## src/rtl/adder4_pkg.sv

```systemverilog
// Shared types and widths for the 4-bit-adder result accumulator.
package adder4_pkg;
  localparam int SAMPLE_W = 5;
  localparam int COUNT_W  = 4;

  typedef enum logic [1:0] {
    IDLE  = 2'd0,
    ACCUM = 2'd1,
    DONE  = 2'd2
  } state_e;
endpackage

```

## src/rtl/adder4_accum_cnt.sv

```systemverilog
// Batch sample counter: load-1, increment, sync clear and a terminal-count flag
// that is true when the next increment completes the batch.
module adder4_accum_cnt
  import adder4_pkg::*;
#(
  parameter int N_SAMPLES = 4
) (
  input  logic               clk,
  input  logic               rst,
  input  logic               i_clr,
  input  logic               i_load,
  input  logic               i_inc,
  output logic [COUNT_W-1:0] o_count,
  output logic               o_tc
);

  logic [COUNT_W-1:0] r_count;

  always_ff @(posedge clk or posedge rst) begin
    if (rst) begin
      r_count <= '0;
    end else if (i_clr) begin
      r_count <= '0;
    end else if (i_load) begin
      r_count <= COUNT_W'(1);
    end else if (i_inc) begin
      r_count <= r_count + COUNT_W'(1);
    end
  end

  assign o_count = r_count;
  assign o_tc    = (r_count == COUNT_W'(N_SAMPLES - 1));

endmodule

```

## src/rtl/adder4_accum.sv

```systemverilog
// Accumulates N_SAMPLES 5-bit adder results {cout,sum} per batch with a
// valid/ready handshake on both sides and a sticky overflow flag.
module adder4_accum
  import adder4_pkg::*;
#(
  parameter int N_SAMPLES = 4,
  parameter int ACC_W     = 8
) (
  input  logic               clk,
  input  logic               rst,
  input  logic [3:0]         sum,
  input  logic               cout,
  input  logic               in_valid,
  output logic               in_ready,
  input  logic               clear,
  output logic [ACC_W-1:0]   acc,
  output logic [COUNT_W-1:0] count,
  output logic               ovf,
  output logic               out_valid,
  input  logic               out_ready
);

  state_e              r_state;
  state_e              w_state_next;
  logic [ACC_W-1:0]    r_acc;
  logic                r_ovf;
  logic [SAMPLE_W-1:0] w_sample;
  logic [ACC_W:0]      w_sum_full;
  logic                w_xfer;
  logic                w_first;
  logic                w_inc;
  logic                w_release;
  logic                w_tc;

  assign w_sample   = {cout, sum};
  assign in_ready   = (r_state != DONE);
  assign out_valid  = (r_state == DONE);
  assign w_xfer     = in_valid && in_ready;
  assign w_first    = w_xfer && (r_state == IDLE);
  assign w_inc      = w_xfer && (r_state == ACCUM);
  assign w_release  = out_ready && (r_state == DONE);
  assign w_sum_full = {1'b0, r_acc} + (ACC_W + 1)'(w_sample);

  always_ff @(posedge clk or posedge rst) begin
    if (rst) begin
      r_state <= IDLE;
    end else begin
      r_state <= w_state_next;
    end
  end

  always_comb begin
    w_state_next = r_state;
    if (clear) begin
      w_state_next = IDLE;
    end else begin
      unique case (r_state)
        IDLE:    if (w_xfer) w_state_next = (N_SAMPLES == 1) ? DONE : ACCUM;
        ACCUM:   if (w_xfer && w_tc) w_state_next = DONE;
        DONE:    if (out_ready) w_state_next = IDLE;
        default: w_state_next = IDLE;
      endcase
    end
  end

  // acc/ovf survive the return to IDLE; only a first transfer reloads them
  always_ff @(posedge clk or posedge rst) begin
    if (rst) begin
      r_acc <= '0;
      r_ovf <= 1'b0;
    end else if (clear) begin
      r_acc <= '0;
      r_ovf <= 1'b0;
    end else if (w_first) begin
      r_acc <= ACC_W'(w_sample);
      r_ovf <= 1'b0;
    end else if (w_inc) begin
      r_acc <= w_sum_full[ACC_W-1:0];
      r_ovf <= r_ovf | w_sum_full[ACC_W];
    end
  end

  adder4_accum_cnt #(
    .N_SAMPLES(N_SAMPLES)
  ) u_cnt (
    .clk    (clk),
    .rst    (rst),
    .i_clr  (clear || w_release),
    .i_load (w_first),
    .i_inc  (w_inc),
    .o_count(count),
    .o_tc   (w_tc)
  );

  assign acc = r_acc;
  assign ovf = r_ovf;

endmodule

```

## config.mk

```make
export PLATFORM = sky130hd
export DESIGN_NAME = adder4_accum
export DESIGN_NICKNAME = d
export VERILOG_FILES = /design/src/rtl/adder4_pkg.sv /design/src/rtl/adder4_accum_cnt.sv /design/src/rtl/adder4_accum.sv
export SDC_FILE = /design/constraint.sdc
export NUM_CORES = 1
export LEC_CHECK = 0
export BUFFER_PORTS_ARGS = -buffer_cell sky130_fd_sc_hd__buf_2
export CAP_MARGIN = 20
export CORE_MARGIN = 2
export CORE_UTILIZATION = 55
export CTS_CLUSTER_SIZE = 25
export DETAILED_ROUTE_END_ITERATION = 8
export PLACE_DENSITY = 0.8
export RECOVER_POWER = 25
export SYNTH_ARGS = -nofsm -noshare
export SYNTH_HDL_FRONTEND = slang
export SYNTH_HIERARCHICAL = 1
export SYNTH_SLANG_ARGS = --single-unit
```

## constraint.sdc

```tcl
create_clock -name clk -period 4.03 [get_ports clk]
set_clock_uncertainty 0.15 [all_clocks]
set_input_delay 0.2015 -clock clk [delete_from_list [all_inputs] [get_ports clk]]
set_output_delay 0.2015 -clock clk [all_outputs]
set_load 0.1 [all_outputs]
```

* After elaboration in Yosys (flattened, before gate mapping)
Cells that the tools add are included.
Storage, ports and cells: register bits 15, logic and storage cells 38, output and inout bits 15, input bits 10
Cells by class: bitwise operators 1, eq/ne operators 7, muxes and demuxes 14, reductions and logical operators 10, add/subtract/negate cells 2
Operator list (number):
- 8-bit two-way mux | 3
- 4-bit two-way mux | 3
- 8-bit by 5-bit adder with 9-bit output | 1
- 2-bit two-way mux | 4
- 3-bit by 2-bit != test with 1-bit output (second input constant) | 2
- 2-bit case mux with 3 select lines | 1
- 3-bit nonzero test | 2
- 1-bit logical AND | 5
- 4-bit by 1-bit adder with 4-bit output (second input constant) | 1
- 4-bit by 2-bit == test with 1-bit output (second input constant) | 1
- 1-bit two-way mux | 3
- 3-bit != test (second input constant) | 1
- 3-bit AND reduction | 1
- 2-bit by 1-bit == test with 1-bit output (second input constant) | 1
- 2-bit == test (second input constant) | 1
- 2-bit zero test | 1
- 2-bit != test (second input constant) | 1
- 1-bit logical OR | 1
- 1-bit bitwise OR | 1

* Longest topological paths before layout
word-level depth 6, mapped depth 7, mapped depth without buffers 7

* Hierarchy
The synthesis kept the hierarchy.
Modules (own cells, without submodules):
- adder4_accum | area an instance 790.8 um^2, cells an instance 88, times used 1, seq. area each 275.3 um^2
- adder4_accum_cnt | area an instance 211.5 um^2, cells an instance 19, times used 1, seq. area each 100.1 um^2

* Worst setup path after synthesis
No wires, ideal clock.
path type register -> register, start register r_state[0], end register u_cnt.r_count[3], in the netlist u_cnt/o_count[3], required time 3752 ps, path buffers 1, cell stages (with the launch flop) 7, library setup time 128 ps, path slack 1279 ps, period minus slack after synthesis 2751 ps, data arrival time 2473 ps, cell sequence dfrtp_1 -> buf_2 -> nand2b_1 -> inv_2 -> a21o_1 -> nor3_1 -> mux2_1
Between the ends: cells in the longest elaborated chain, start to end 5, elaborated cells on any way between the ends 12, those cells by class eq/ne: 3; mux: 2; reduce/logical: 7
Ends and longest elaborated chain:
- start: declaration | RTL line adder4_accum.sv:23 | state_e r_state;
- start signal: assignment | RTL line adder4_accum.sv:48 | r_state <= w_state_next;
- 2-bit != test (*) | RTL line adder4_accum.sv:36 | assign in_ready = (r_state != DONE);
- named net in_ready | RTL line adder4_accum.sv:14 | output logic in_ready,
- 1-bit logical AND (*) | RTL line adder4_accum.sv:38 | assign w_xfer = in_valid && in_ready;
- 1-bit logical AND | RTL line adder4_accum.sv:39 | assign w_first = w_xfer && (r_state == IDLE);
- 4-bit two-way mux | RTL line adder4_accum_cnt.sv:24 | end else if (i_load) begin
- 4-bit two-way mux | RTL line adder4_accum_cnt.sv:22 | end else if (i_clr) begin
- end signal: assignment | RTL line adder4_accum_cnt.sv:27 | r_count <= r_count + COUNT_W'(1);
- end: declaration | RTL line adder4_accum_cnt.sv:17 | logic [COUNT_W-1:0] r_count;
The timed path passes the listed nets; every way through them passes the cells marked *. A chain may end at the register's enable or synchronous reset.

* Worst setup path after layout
start register r_state[0], end output port out_valid
Between the ends: cells in the longest elaborated chain, start to end 1
Ends and longest elaborated chain:
- 2-bit == test | RTL line adder4_accum.sv:37 | assign out_valid = (r_state == DONE);
- end: declaration | RTL line adder4_accum.sv:19 | output logic out_valid,
No other way between the ends.

==> out/qor.yml <==
status:
  status: "completed"
clock_network:
  clk_latency_ns: 0.28
  cts-root-buf: "clkbuf_4"
  cts_buffers: 3
  htree_levels: 1
  cts_buffer_depth: 2
  postCtsSetupRepairBufs: 0
  cts_tree: "done"
  clk_pin_slew_ns: 0.09
  cts.sinks: 15
routing:
  routed_wl_um: 1960
  firstDrtPassIters: 4
  vias: 851
  route.met3.wl_um: 81
  avgRoutedWirePerCell_um: 12.4
  wl_met1_um: 887
  wl_met2_um: 969
  drcViolationCount: 0
  vias_per_cell: 5.39
  topRoutingLayerUsed: "met4"
  ant_nets: 0
  drt-initial-drc-count: 6
setup_path:
  r2r_cells: 7
  r2r_start: "acc[0]$_DFFE_PP0P_"
  timing.rr.end: "acc[6]$_DFFE_PP0P_"
  path_cells: "nand2b_1, inv_2, buf_2"
  worstPathRequired_ns: 3.68
  critPathKind: "reg2out"
  cp-start-kind: "flop"
  slowest_stage: "dfrtp_1"
  r2r_slack_ns: 2.17
  cp.arrival_ns: 1.53
  path_max_fanout: 11
  crit_buf_inv: 2
  endpoint_kind: "primary output"
  critPathTopFamily: "flip-flops"
  slowest_delay_ns: 0.52
power_and_ir_drop:
  p_leak_nw: 0.594
  peakVddDrop_v: 0.000211
  power.total_w: 0.000362
  p_per_area_mw_per_mm2: 309
finish:
  fin_util_pct: 67.8
  n_fill_cell: 153
  layout-drive-gt1-share_pct: 23.3
  n_antenna_cell: 0
  fin_cells: 158
  syn_to_final_growth_pct: 16.9
  fin_nets: 151
flow_run:
  maxCapViolations: 0
sta:
  hold_viol_final: 0
  report.final.slew_viol_count: 0
  fin_crit_ns: 1.88
  relSlewSlack_pct: 65.9
  post-route-period-util_pct: 46.7
  rsz0062_at_grt: "no"
  worst_slack_ns: 2.15
  setup_tns_ns: 0
  tightestPinTransition_ns: 0.509
  final-setup-viol-count: 0
  timing.fmax_mhz: 531
global_routing:
  globalRouteTotalUtil_pct: 20.8
  antenna_found_initial: 0
  grt_overflow: 0
  grt_pass1_wl_um: 3220
  grt_max_degree: 17
  first_global_vias: 788
place:
  place_congestion: 0.847
  port_buffers: 24
  dp_worst_setup_slack_ns: 2.16
  dp.final_hpwl_um: 1530
  placed_cells: 153
logic_synthesis:
  synth_flop_cell: "dfrtp_1"
  synth-seq-cells: 15
  netlist-cell-type-count: 36
  syn_avg_cell_area_um2: 9.37
  synth_edf_count: 0
  syn_inst: 107
  yosysSeqAreaShare_pct: 37.5
  syn_area_mm2: 0.00100
  yosys_warnings: 6
  syn-num-nets: 124
  async_flop_share_pct: 100
min_path:
  hp-class: "in2reg"
  hp-start: "out_ready"
  hold_path_end: "r_state[1]$_DFFE_PP0P_"
  hold_depth: 3
floorplan:
  initial_core_util_pct: 58.0
  chipWidth_um: 46.7
  fp.coreArea_mm2: 0.00173
  dieArea_mm2: 0.00218
  die_h_um: 46.7
  pin_count: 25
  placementRows: 15
-- worst reg2reg max path: cells and delay by family (launching register included) --
kind,cells,cell delay (ns)
buffers and inverters,1,0.05
AO/OA/AOI/OAI,2,0.30
multiplexers,1,0.20
AND/OR/NAND/NOR,1,0.17
adder cells (fa/ha/maj),2,0.56
flip-flops,1,0.37
-- placed cells by master (no fill, tap or decap) --
master / count
ha_1: 6
nor3b_1: 2
a21oi_1: 9
nor2b_1: 2
buf_2: 23
nand2_1: 5
nand4b_1: 1
o31ai_1: 1
o21a_1: 2
a21o_1: 4
nand4_1: 2
nor2b_2: 1
dfrtp_1: 15
inv_2: 1
or2_1: 1
fa_1: 1
or2_2: 1
inv_1: 9
nor2_1: 8
mux2i_1: 7
nand3b_1: 1
o22a_1: 1
or4_1: 1
clkbuf_4: 3
nand3_1: 1
xnor2_1: 2
or3_1: 3
nand2b_1: 1
a211oi_1: 3
nor3b_2: 1
mux2_1: 1
o21ai_1: 4
dlygate4sd3_1: 1
clkbuf_1: 2
nor3_1: 2
o211a_1: 1
o211ai_1: 3
a21bo_2: 1
-- state kept, by name, summed over array words and instances, names as in the netlist --
name           flops
acc                8
r_state            2
ovf                1
u_cnt/o_count      4
-- power by group --
group,internal [W],switching (W),total [W]
registers,0.000157,0.00000726,0.000164
logic,0.0000323,0.0000793,0.000112
clock network,0.0000384,0.0000484,0.0000868
-- worst max-delay path by stage --
stage                                               to  slack, ns  cells after the start                    from
final                                        out_valid       2.15                      3  r_state[0]$_DFFE_PP0P_
after global routing                acc[6]$_DFFE_PP0P_       1.98                      7      acc[0]$_DFFE_PP0P_
after CTS                           acc[6]$_DFFE_PP0P_       2.15                      7      acc[0]$_DFFE_PP0P_
after detailed placement            acc[6]$_DFFE_PP0P_       2.16                      7      acc[0]$_DFFE_PP0P_
after global placement              acc[6]$_DFFE_PP0P_       2.21                      7      acc[0]$_DFFE_PP0P_
after floorplan           u_cnt/o_count[3]$_DFFE_PP0P_       1.28                      6  r_state[0]$_DFFE_PP0P_
-- per-stage QoR --
stage,cell area (um2),hold WS [ns]
final,1170,0.0361
after global routing,1170,0.0475
after CTS,1170,0.0367
after detailed placement,1140,-0.0472
after global placement,1140,-0.0567
after floorplan,1000,-0.182
-- cells in the mapped netlist (all sizes together), types with 4 or more instances --
cell | number | area, um2
dfrtp | 15 | 375
a21o | 4 | 30.0
o21ai | 4 | 20.0
a21oi | 9 | 45.0
mux2i | 7 | 70.1
nand2 | 5 | 18.8
ha | 6 | 75.1
nor2 | 8 | 30.0
inv | 10 | 37.5
-- area by class of cell --
type                       instances  area (um2)  area share, %
sequential                        15         375           32.1
clock buffer                       4        26.3           2.24
timing repair buffer              25         129           11.0
tap                               25        31.3           2.67
multi-input combinational         79         572           48.8
inverter                          10        37.5           3.21
-- routing by layer --
metal	vias up	global-route usage [%]
met1	394	26.0
met5	-	0
met2	18	35.6
met4	0	7.22
met3	4	3.92
li1	435	-
-- kinds of logic (layout without fill, tap and decap cells) --
| group | after synthesis | after routing | share of synthesized area [%] |
|---|---|---|---|
| AND/OR/NAND/NOR | 33 | 33 | 18.6 |
| AO/OA/AOI/OAI | 29 | 29 | 19.1 |
| flip-flops | 15 | 15 | 37.5 |
| buffers and inverters | 13 | 39 | 5.49 |
| multiplexers | 8 | 8 | 8.12 |
| adder cells (fa/ha/maj) | 7 | 7 | 9.49 |
| XOR/XNOR | 2 | 2 | 1.75 |
-- timing repair --
action / 4_1_cts / 5_1_grt
gates resized for setup: 0 / 0
hold buffers: 1 / 0
endpoints found under the hold margin: 15 / 0
No activity file was read; power rests on OpenSTA's default activity.
